<file path="src/rtl/life_sequencer_if.sv">
// Board-side control, pattern-load handshake and engine strobe bundle for life_sequencer.
// master drives commands/patterns and the engine grid; slave is the sequencer.
interface life_sequencer_if;
    logic        cmd_run;
    logic        cmd_pause;
    logic        cmd_step;
    logic        load_valid;
    logic [63:0] load_data;
    logic        load_ready;
    logic [63:0] grid_in;
    logic        tick;
    logic        load_en;
    logic [63:0] load_grid;
    logic [15:0] gen_count;
    logic        stalled;
    logic        running;

    modport master (
        output cmd_run, cmd_pause, cmd_step, load_valid, load_data, grid_in,
        input  load_ready, tick, load_en, load_grid, gen_count, stalled, running
    );

    modport slave (
        input  cmd_run, cmd_pause, cmd_step, load_valid, load_data, grid_in,
        output load_ready, tick, load_en, load_grid, gen_count, stalled, running
    );
endinterface

</file>
<file path="src/rtl/life_sequencer.sv">
// Run/pause/step/load sequencer for the 8x8 Life engine: tick prescaler, generation count, stall detect.
// Define LIFE_AUTO_RESEED_EN to reseed from SEED_PATTERN on a stall in RUN instead of pausing.
module life_sequencer #(
    parameter int unsigned TICK_DIV     = 6000000,
    parameter int unsigned STALL_LIMIT  = 4,
    parameter logic [63:0] SEED_PATTERN = 64'h0000_0000_0007_0204
) (
    input  logic            clk,
    input  logic            rst_n,
    life_sequencer_if.slave bus
);
    localparam int            PW        = $clog2(TICK_DIV);
    localparam logic [PW-1:0] PRESC_TC  = PW'(TICK_DIV - 1);
    localparam logic [3:0]    STALL_MAX = 4'(STALL_LIMIT);

`ifdef LIFE_AUTO_RESEED_EN
    typedef enum logic [1:0] {PAUSE, RUN, STEP, RESEED} state_t;

    function automatic logic [63:0] rotl64(input logic [63:0] v, input logic [5:0] sh);
        logic [127:0] t;
        t = {v, v} << sh;
        return t[127:64];
    endfunction
`else
    typedef enum logic [1:0] {PAUSE, RUN, STEP} state_t;
`endif

    state_t        state;
    logic [PW-1:0] presc;
    logic [3:0]    stall_cnt, stall_nxt;
    logic [63:0]   prev_grid;
    logic          tick_d, stall_hit;
    logic          tick_q, load_en_q, stalled_q, running_q;
    logic [63:0]   load_grid_q;
    logic [15:0]   gen_q;
    logic          load_acc;

    assign bus.load_ready = rst_n && (state == PAUSE) && !load_en_q;
    assign bus.tick       = tick_q;
    assign bus.load_en    = load_en_q;
    assign bus.load_grid  = load_grid_q;
    assign bus.gen_count  = gen_q;
    assign bus.stalled    = stalled_q;
    assign bus.running    = running_q;
    assign load_acc       = bus.load_valid && bus.load_ready;

    // Evaluated on the cycle after a tick, when grid_in already holds the new generation.
    always_comb begin
        stall_nxt = 4'd0;
        if (bus.grid_in == prev_grid || bus.grid_in == 64'd0)
            stall_nxt = (stall_cnt == STALL_MAX) ? stall_cnt : stall_cnt + 4'd1;
    end

    always_ff @(posedge clk or negedge rst_n) begin
        if (!rst_n) begin
            state       <= PAUSE;
            presc       <= '0;
            stall_cnt   <= 4'd0;
            prev_grid   <= 64'd0;
            tick_d      <= 1'b0;
            stall_hit   <= 1'b0;
            tick_q      <= 1'b0;
            load_en_q   <= 1'b0;
            stalled_q   <= 1'b0;
            running_q   <= 1'b0;
            load_grid_q <= 64'd0;
            gen_q       <= 16'd0;
        end else begin
            tick_q    <= 1'b0;
            load_en_q <= 1'b0;
            tick_d    <= tick_q;
            stall_hit <= 1'b0;
            if (tick_q) begin
                gen_q     <= (gen_q == 16'hFFFF) ? gen_q : gen_q + 16'd1;
                prev_grid <= bus.grid_in;
            end
            if (tick_d) begin
                stall_cnt <= stall_nxt;
                stall_hit <= (stall_nxt == STALL_MAX);
                if (stall_nxt == STALL_MAX) stalled_q <= 1'b1;
            end
            // Later assignments below (load/reseed clears) override the bookkeeping above.
            case (state)
                PAUSE: begin
                    if (load_acc) begin
                        load_en_q   <= 1'b1;
                        load_grid_q <= bus.load_data;
                        gen_q       <= 16'd0;
                        stall_cnt   <= 4'd0;
                        stalled_q   <= 1'b0;
                    end else if (bus.cmd_step) begin
                        state <= STEP;
                    end else if (bus.cmd_run) begin
                        state     <= RUN;
                        presc     <= '0;
                        running_q <= 1'b1;
                    end
                end
                STEP: begin
                    tick_q <= 1'b1;
                    state  <= PAUSE;
                end
                RUN: begin
                    if (bus.cmd_pause) begin
                        state     <= PAUSE;
                        presc     <= '0;
                        running_q <= 1'b0;
                    end else if (stall_hit) begin
                        running_q <= 1'b0;
`ifdef LIFE_AUTO_RESEED_EN
                        state       <= RESEED;
                        load_en_q   <= 1'b1;
                        load_grid_q <= rotl64(SEED_PATTERN, gen_q[5:0]);
                        gen_q       <= 16'd0;
                        stall_cnt   <= 4'd0;
                        stalled_q   <= 1'b0;
                        presc       <= '0;
`else
                        state <= PAUSE;
`endif
                    end else if (presc == PRESC_TC) begin
                        presc  <= '0;
                        tick_q <= 1'b1;
                    end else begin
                        presc <= presc + PW'(1);
                    end
                end
`ifdef LIFE_AUTO_RESEED_EN
                RESEED: begin
                    state     <= RUN;
                    presc     <= '0;
                    running_q <= 1'b1;
                end
`endif
                default: begin
                    state     <= PAUSE;
                    running_q <= 1'b0;
                end
            endcase
        end
    end
endmodule

</file>
<file path="src/flat_wrapper.sv">
// flat-port wrapper written by rule: the top's interface ports become plain ports
module life_sequencer_flat 
#(
    parameter int unsigned TICK_DIV     = 6000000,
    parameter int unsigned STALL_LIMIT  = 4,
    parameter logic [63:0] SEED_PATTERN = 64'h0000_0000_0007_0204
)
  (clk, rst_n, bus_cmd_run, bus_cmd_pause, bus_cmd_step, bus_load_valid, bus_load_data, bus_grid_in, bus_load_ready, bus_tick, bus_load_en, bus_load_grid, bus_gen_count, bus_stalled, bus_running);
  life_sequencer_if bus_i ();
  input  logic clk;
  input  logic rst_n;
  input wire logic [$bits(bus_i.cmd_run)-1:0] bus_cmd_run;
  input wire logic [$bits(bus_i.cmd_pause)-1:0] bus_cmd_pause;
  input wire logic [$bits(bus_i.cmd_step)-1:0] bus_cmd_step;
  input wire logic [$bits(bus_i.load_valid)-1:0] bus_load_valid;
  input wire logic [$bits(bus_i.load_data)-1:0] bus_load_data;
  input wire logic [$bits(bus_i.grid_in)-1:0] bus_grid_in;
  output wire logic [$bits(bus_i.load_ready)-1:0] bus_load_ready;
  output wire logic [$bits(bus_i.tick)-1:0] bus_tick;
  output wire logic [$bits(bus_i.load_en)-1:0] bus_load_en;
  output wire logic [$bits(bus_i.load_grid)-1:0] bus_load_grid;
  output wire logic [$bits(bus_i.gen_count)-1:0] bus_gen_count;
  output wire logic [$bits(bus_i.stalled)-1:0] bus_stalled;
  output wire logic [$bits(bus_i.running)-1:0] bus_running;
  assign bus_i.cmd_run = bus_cmd_run;
  assign bus_i.cmd_pause = bus_cmd_pause;
  assign bus_i.cmd_step = bus_cmd_step;
  assign bus_i.load_valid = bus_load_valid;
  assign bus_i.load_data = bus_load_data;
  assign bus_i.grid_in = bus_grid_in;
  assign bus_load_ready = bus_i.load_ready;
  assign bus_tick = bus_i.tick;
  assign bus_load_en = bus_i.load_en;
  assign bus_load_grid = bus_i.load_grid;
  assign bus_gen_count = bus_i.gen_count;
  assign bus_stalled = bus_i.stalled;
  assign bus_running = bus_i.running;
  life_sequencer #(.TICK_DIV(TICK_DIV), .STALL_LIMIT(STALL_LIMIT), .SEED_PATTERN(SEED_PATTERN)) u_core (.clk(clk), .rst_n(rst_n), .bus(bus_i));
endmodule
</file>
<file path="config.mk">
export PLATFORM = sky130hd
export DESIGN_NAME = life_sequencer_flat
export DESIGN_NICKNAME = d
export VERILOG_FILES = /design/src/rtl/life_sequencer_if.sv /design/src/rtl/life_sequencer.sv /design/src/flat_wrapper.sv
export SDC_FILE = /design/constraint.sdc
export NUM_CORES = 1
export LEC_CHECK = 0
export ABC_AREA = 1
export BUFFER_PORTS_ARGS = -buffer_cell sky130_fd_sc_hd__buf_2
export CAP_MARGIN = 40
export CORE_MARGIN = 3
export CORE_UTILIZATION = 49
export DETAILED_ROUTE_END_ITERATION = 8
export GPL_TIMING_DRIVEN = 0
export PLACE_DENSITY = 0.7
export SETUP_SLACK_MARGIN = 0.4
export SLEW_MARGIN = 5
export SYNTH_ARGS = -nofsm -noshare
export SYNTH_HDL_FRONTEND = slang
export SYNTH_SLANG_ARGS = --single-unit
</file>
<file path="constraint.sdc">
create_clock -name clk -period 2.65 [get_ports clk]
set_input_delay 0.3975 -clock clk [delete_from_list [all_inputs] [get_ports clk]]
set_output_delay 0.3975 -clock clk [all_outputs]
set_load 0.05 [all_outputs]
</file>
==> summary.txt <==
Routing
  • DR pass1 iterations: 5
  • Drc violations: 0
  • Final WL: 22100 um
  • Avg WL per Cell: 13.2 um
  • DRT antenna net count: 0
  • Via count: 8026
  • Drt first-iter violations: 387
  • Via density per instance: 4.79

Global routing
  • GRT Residual Overflow: 0
  • GRT Total Usage: 0.226
  • Largest net degree at the start of global routing: 78
  • Number of global-route vias before repair: 7680
  • GRT busiest layer: met2
  • Met2 Track Usage GR: 0.381
  • Initial antenna violation count: 0
  • Met1 Use GR: 0.288
  • Met3 global-route usage: 0.0573
  • First-pass GRT wire length: 36700 um

Floorplan
  • I/O pin count: 219
  • DIE AREA: 20000 um^2
  • Core ar.: 17600 um^2
  • Die height: 141 um
  • Row count: 48
  • Initial core utilization: 0.511
  • Die Wd: 141 um

Worst setup path
  • CP most frequent cell: nand2_1
  • CP startpoint kind: flop
  • CP required: 2.96 ns
  • Critical Path End Type: flop
  • CP Class: flop to flop
  • Max stage delay on crit path: 0.38 ns
  • CP cell instances: inv_1, ha_1, nand2_1, inv_1, a21oi_2, nand4_4, inv_6, nand2_4, nor2_4, nand2_4, nor2_4, nand2_1, nand2_1, a21oi_2
  • Slowest CP cell: dfrtp_1
  • WP data arrival: 2.35 ns
  • CP max FO: 10
  • Flop2flop setup slack: 0.61 ns

Clocking
  • Clock latency on the worst-skew pair: 0.43 ns
  • CTS Buf Count: 17
  • Clock Pin Slew Worst Setup and Hold Paths: 0.07 ns
  • CTS H-tree lvls: 4
  • Max Root-Sink Buffers: 2
  • Clk root buf: clkbuf_16
  • # clock sinks: 179
  • CTS tree: built

Placement
  • Final GP Congestion: 0.848
  • DP HPWL: 16400 um
  • IO buf count: 218
  • Placed cell areas: 10400 um^2

Final layout
  • Syn-to-layout area delta: 23.0%
  • Layout Cell Area excl Fill: 11000 um^2
  • # nets final: 1577
  • Share of layout cells above drive strength 1: 0.210

Pwr
  • Sequential Power Share: 0.360
  • Logic pwr share: 0.432
  • PwrDens: 1100 nW/um^2
  • Max VDD drop: 0.000817 V
  • Switching Power: 5.58 mW
  • PnR Total Power: 12.1 mW
  • Leakage power: 6.06 nW
  • P_int: 6.55 mW
  • Clock power frac: 0.208
  • Sw Share: 0.460

Timing
  • Setup TNS: 0 ns
  • Clk_skew: 0.0127 ns
  • F_max: 0.490 GHz
  • Final worst path period share: 0.770
  • Fin. Hold Viols: 75
  • Least-Margin Pin Slew: 0.666 ns
  • Final Slew Violations: 0
  • Endpoints failing setup: 0
  • Slew Limit Headroom: 0.556
  • RSZ-0062 raised after global routing: false
  • WHS: -0.136 ns
  • Post-layout min period: 2.04 ns

Outcome
  • Status: complete, but fails checks
  • Failing checks: hold timing

Synth
  • Mean Syn Cell Area: 7.52 um^2
  • Synth Cell Area: 8980 um^2
  • Top-count cell post-synth: nand2_1
  • Yosys reg bits: 179
  • Synth top cells by count: 496 x nand2_1, 179 x dfrtp_1, 166 x inv_1
  • Cells after Synth: 1195
  • Synth warn: 0
  • Most used DFF post-synth: dfrtp_1
  • Post-synth EDFFs: 0
  • Cell variety after synth: 41
  • Register area share after synthesis: 0.499
  • Dominant cells by area after synthesis: dfrtp_1 50%, nand2_1 21%, inv_1 6.9%, o21ai_0 4.3%, nor2_1 3.6%
  • Asr flop ratio synth: 1.00
  • Syn nets: 1336
  • Yosys top cell by area: dfrtp_1
  • Yosys top cell area share: 0.499

Worst hold path
  • Hold WC Path Type: primary input to asynchronous set/reset pin

Run
  • Max-cap violation count: 0
==> registers in the layout, indices dropped and copies added, names as in the netlist <==
register	flops
u_core.bus.load_grid	64
u_core.prev_grid	64
u_core.presc	23
u_core.bus.gen_count	16
u_core.stall_cnt	4
u_core.state	2
u_core.bus.load_en	1
u_core.bus.running	1
u_core.bus.stalled	1
u_core.bus.tick	1
u_core.stall_hit	1
u_core.tick_d	1
==> through the flow <==
| step | util | setup slack, ns | cells |
|---|---|---|---|
| 4_1_cts | 0.626 | 0.452 | 1672 |
| 2_1_floorplan | - | 0.488 | 1195 |
| 5_1_grt | 0.628 | 0.429 | 1674 |
| 3_5_place_dp | 0.591 | -0.183 | 1639 |
| 6_report | 0.628 | 0.611 | 1675 |
| 3_3_place_gp | 0.589 | -2.50 | 1638 |
==> logic make-up after synthesis <==
group | Yosys count | synth area share
buf+inv | 200 | 0.0857
simple gates | 657 | 0.303
xor+xnor | 18 | 0.0175
flops | 179 | 0.499
fa+ha+maj | 7 | 0.00975
compound gates | 125 | 0.0741
mux | 9 | 0.0113
==> per-layer routing <==
metal / share of wire / wire (um)
met1: 0.44 / 9750
met2: 0.48 / 10500
met3: 0.064 / 1420
met4: 0.018 / 394
met5: 0 / 0
==> cell usage in the layout, fill, tap and decap left out, drive strengths merged, types with 2 or more instances in the layout <==
master    count
a211oi        2
a21oi        30
a31oi         6
buf         235
clkbuf       33
clkinv        3
clkinvlp      2
dfrtp       179
ha            7
inv         179
mux2          9
nand2       502
nand3        16
nand4        15
nor2         91
nor3         14
nor4         14
o21a          3
o21ai        80
or2           3
xnor2         2
xor2         16
==> power by group through the flow <==
| stage | clock (mW) | sequential, mW | combinational, mW |
|---|---|---|---|
| global route | 2.70 | 4.50 | 5.81 |
| CTS | 2.59 | 4.37 | 5.27 |
| detailed placement | 0 | 4.37 | 5.27 |
| floorplan | 0 | 6.05 | 2.18 |
| finish | 2.53 | 4.37 | 5.24 |
| global placement | 0 | 4.36 | 5.16 |
==> critical path: cells and delay by family, from the launching register on <==
| kind | cells | cell delay (ns) |
|---|---|---|
| AO/OA/AOI/OAI | 2 | 0.19 |
| AND/OR/NAND/NOR | 8 | 0.83 |
| adder cells (fa/ha/maj) | 1 | 0.23 |
| flip-flops | 1 | 0.38 |
| buffers and inverters | 3 | 0.29 |
==> repair_timing <==
item                                    4_1_cts  5_1_grt
resized for setup                             0        6
cloned                                        1        0
endpoints found under the setup margin       73       72
setup buffers                                 0        2
endpoints found under the hold margin        75       75
pin swaps                                     0        1
==> worst paths after layout <==
| path | from | endpoint | cells past startpoint |
|---|---|---|---|
| max in group asynchronous | rst_n | u_core.prev_grid[26]$_DFFE_PN0P_ | 2 |
| setup / recovery | u_core.state[0]$_DFFE_PN0P_ | u_core.presc[19]$_DFFE_PN0P_ | 14 |
| min in group clk | bus_load_data[21] | u_core.bus.load_grid[21]$_DFFE_PN0P_ | 3 |
| setup reg to reg | u_core.state[0]$_DFFE_PN0P_ | u_core.presc[19]$_DFFE_PN0P_ | 14 |
| hold / removal | rst_n | u_core.prev_grid[20]$_DFFE_PN0P_ | 1 |
| hold reg to reg | u_core.bus.load_grid[12]$_DFFE_PN0P_ | u_core.bus.load_grid[12]$_DFFE_PN0P_ | 2 |
==> cell type report <==
class	count	area, um^2
clock inverter	15	159
clock buffer	17	425
antenna	1	2.50
buffer	30	128
tap	225	282
inverter	170	643
multi-input combinational	816	3750
fill	1569	6550
sequential	179	4480
timing repair buffer	222	1180
Power figures use the tool's default switching activity.
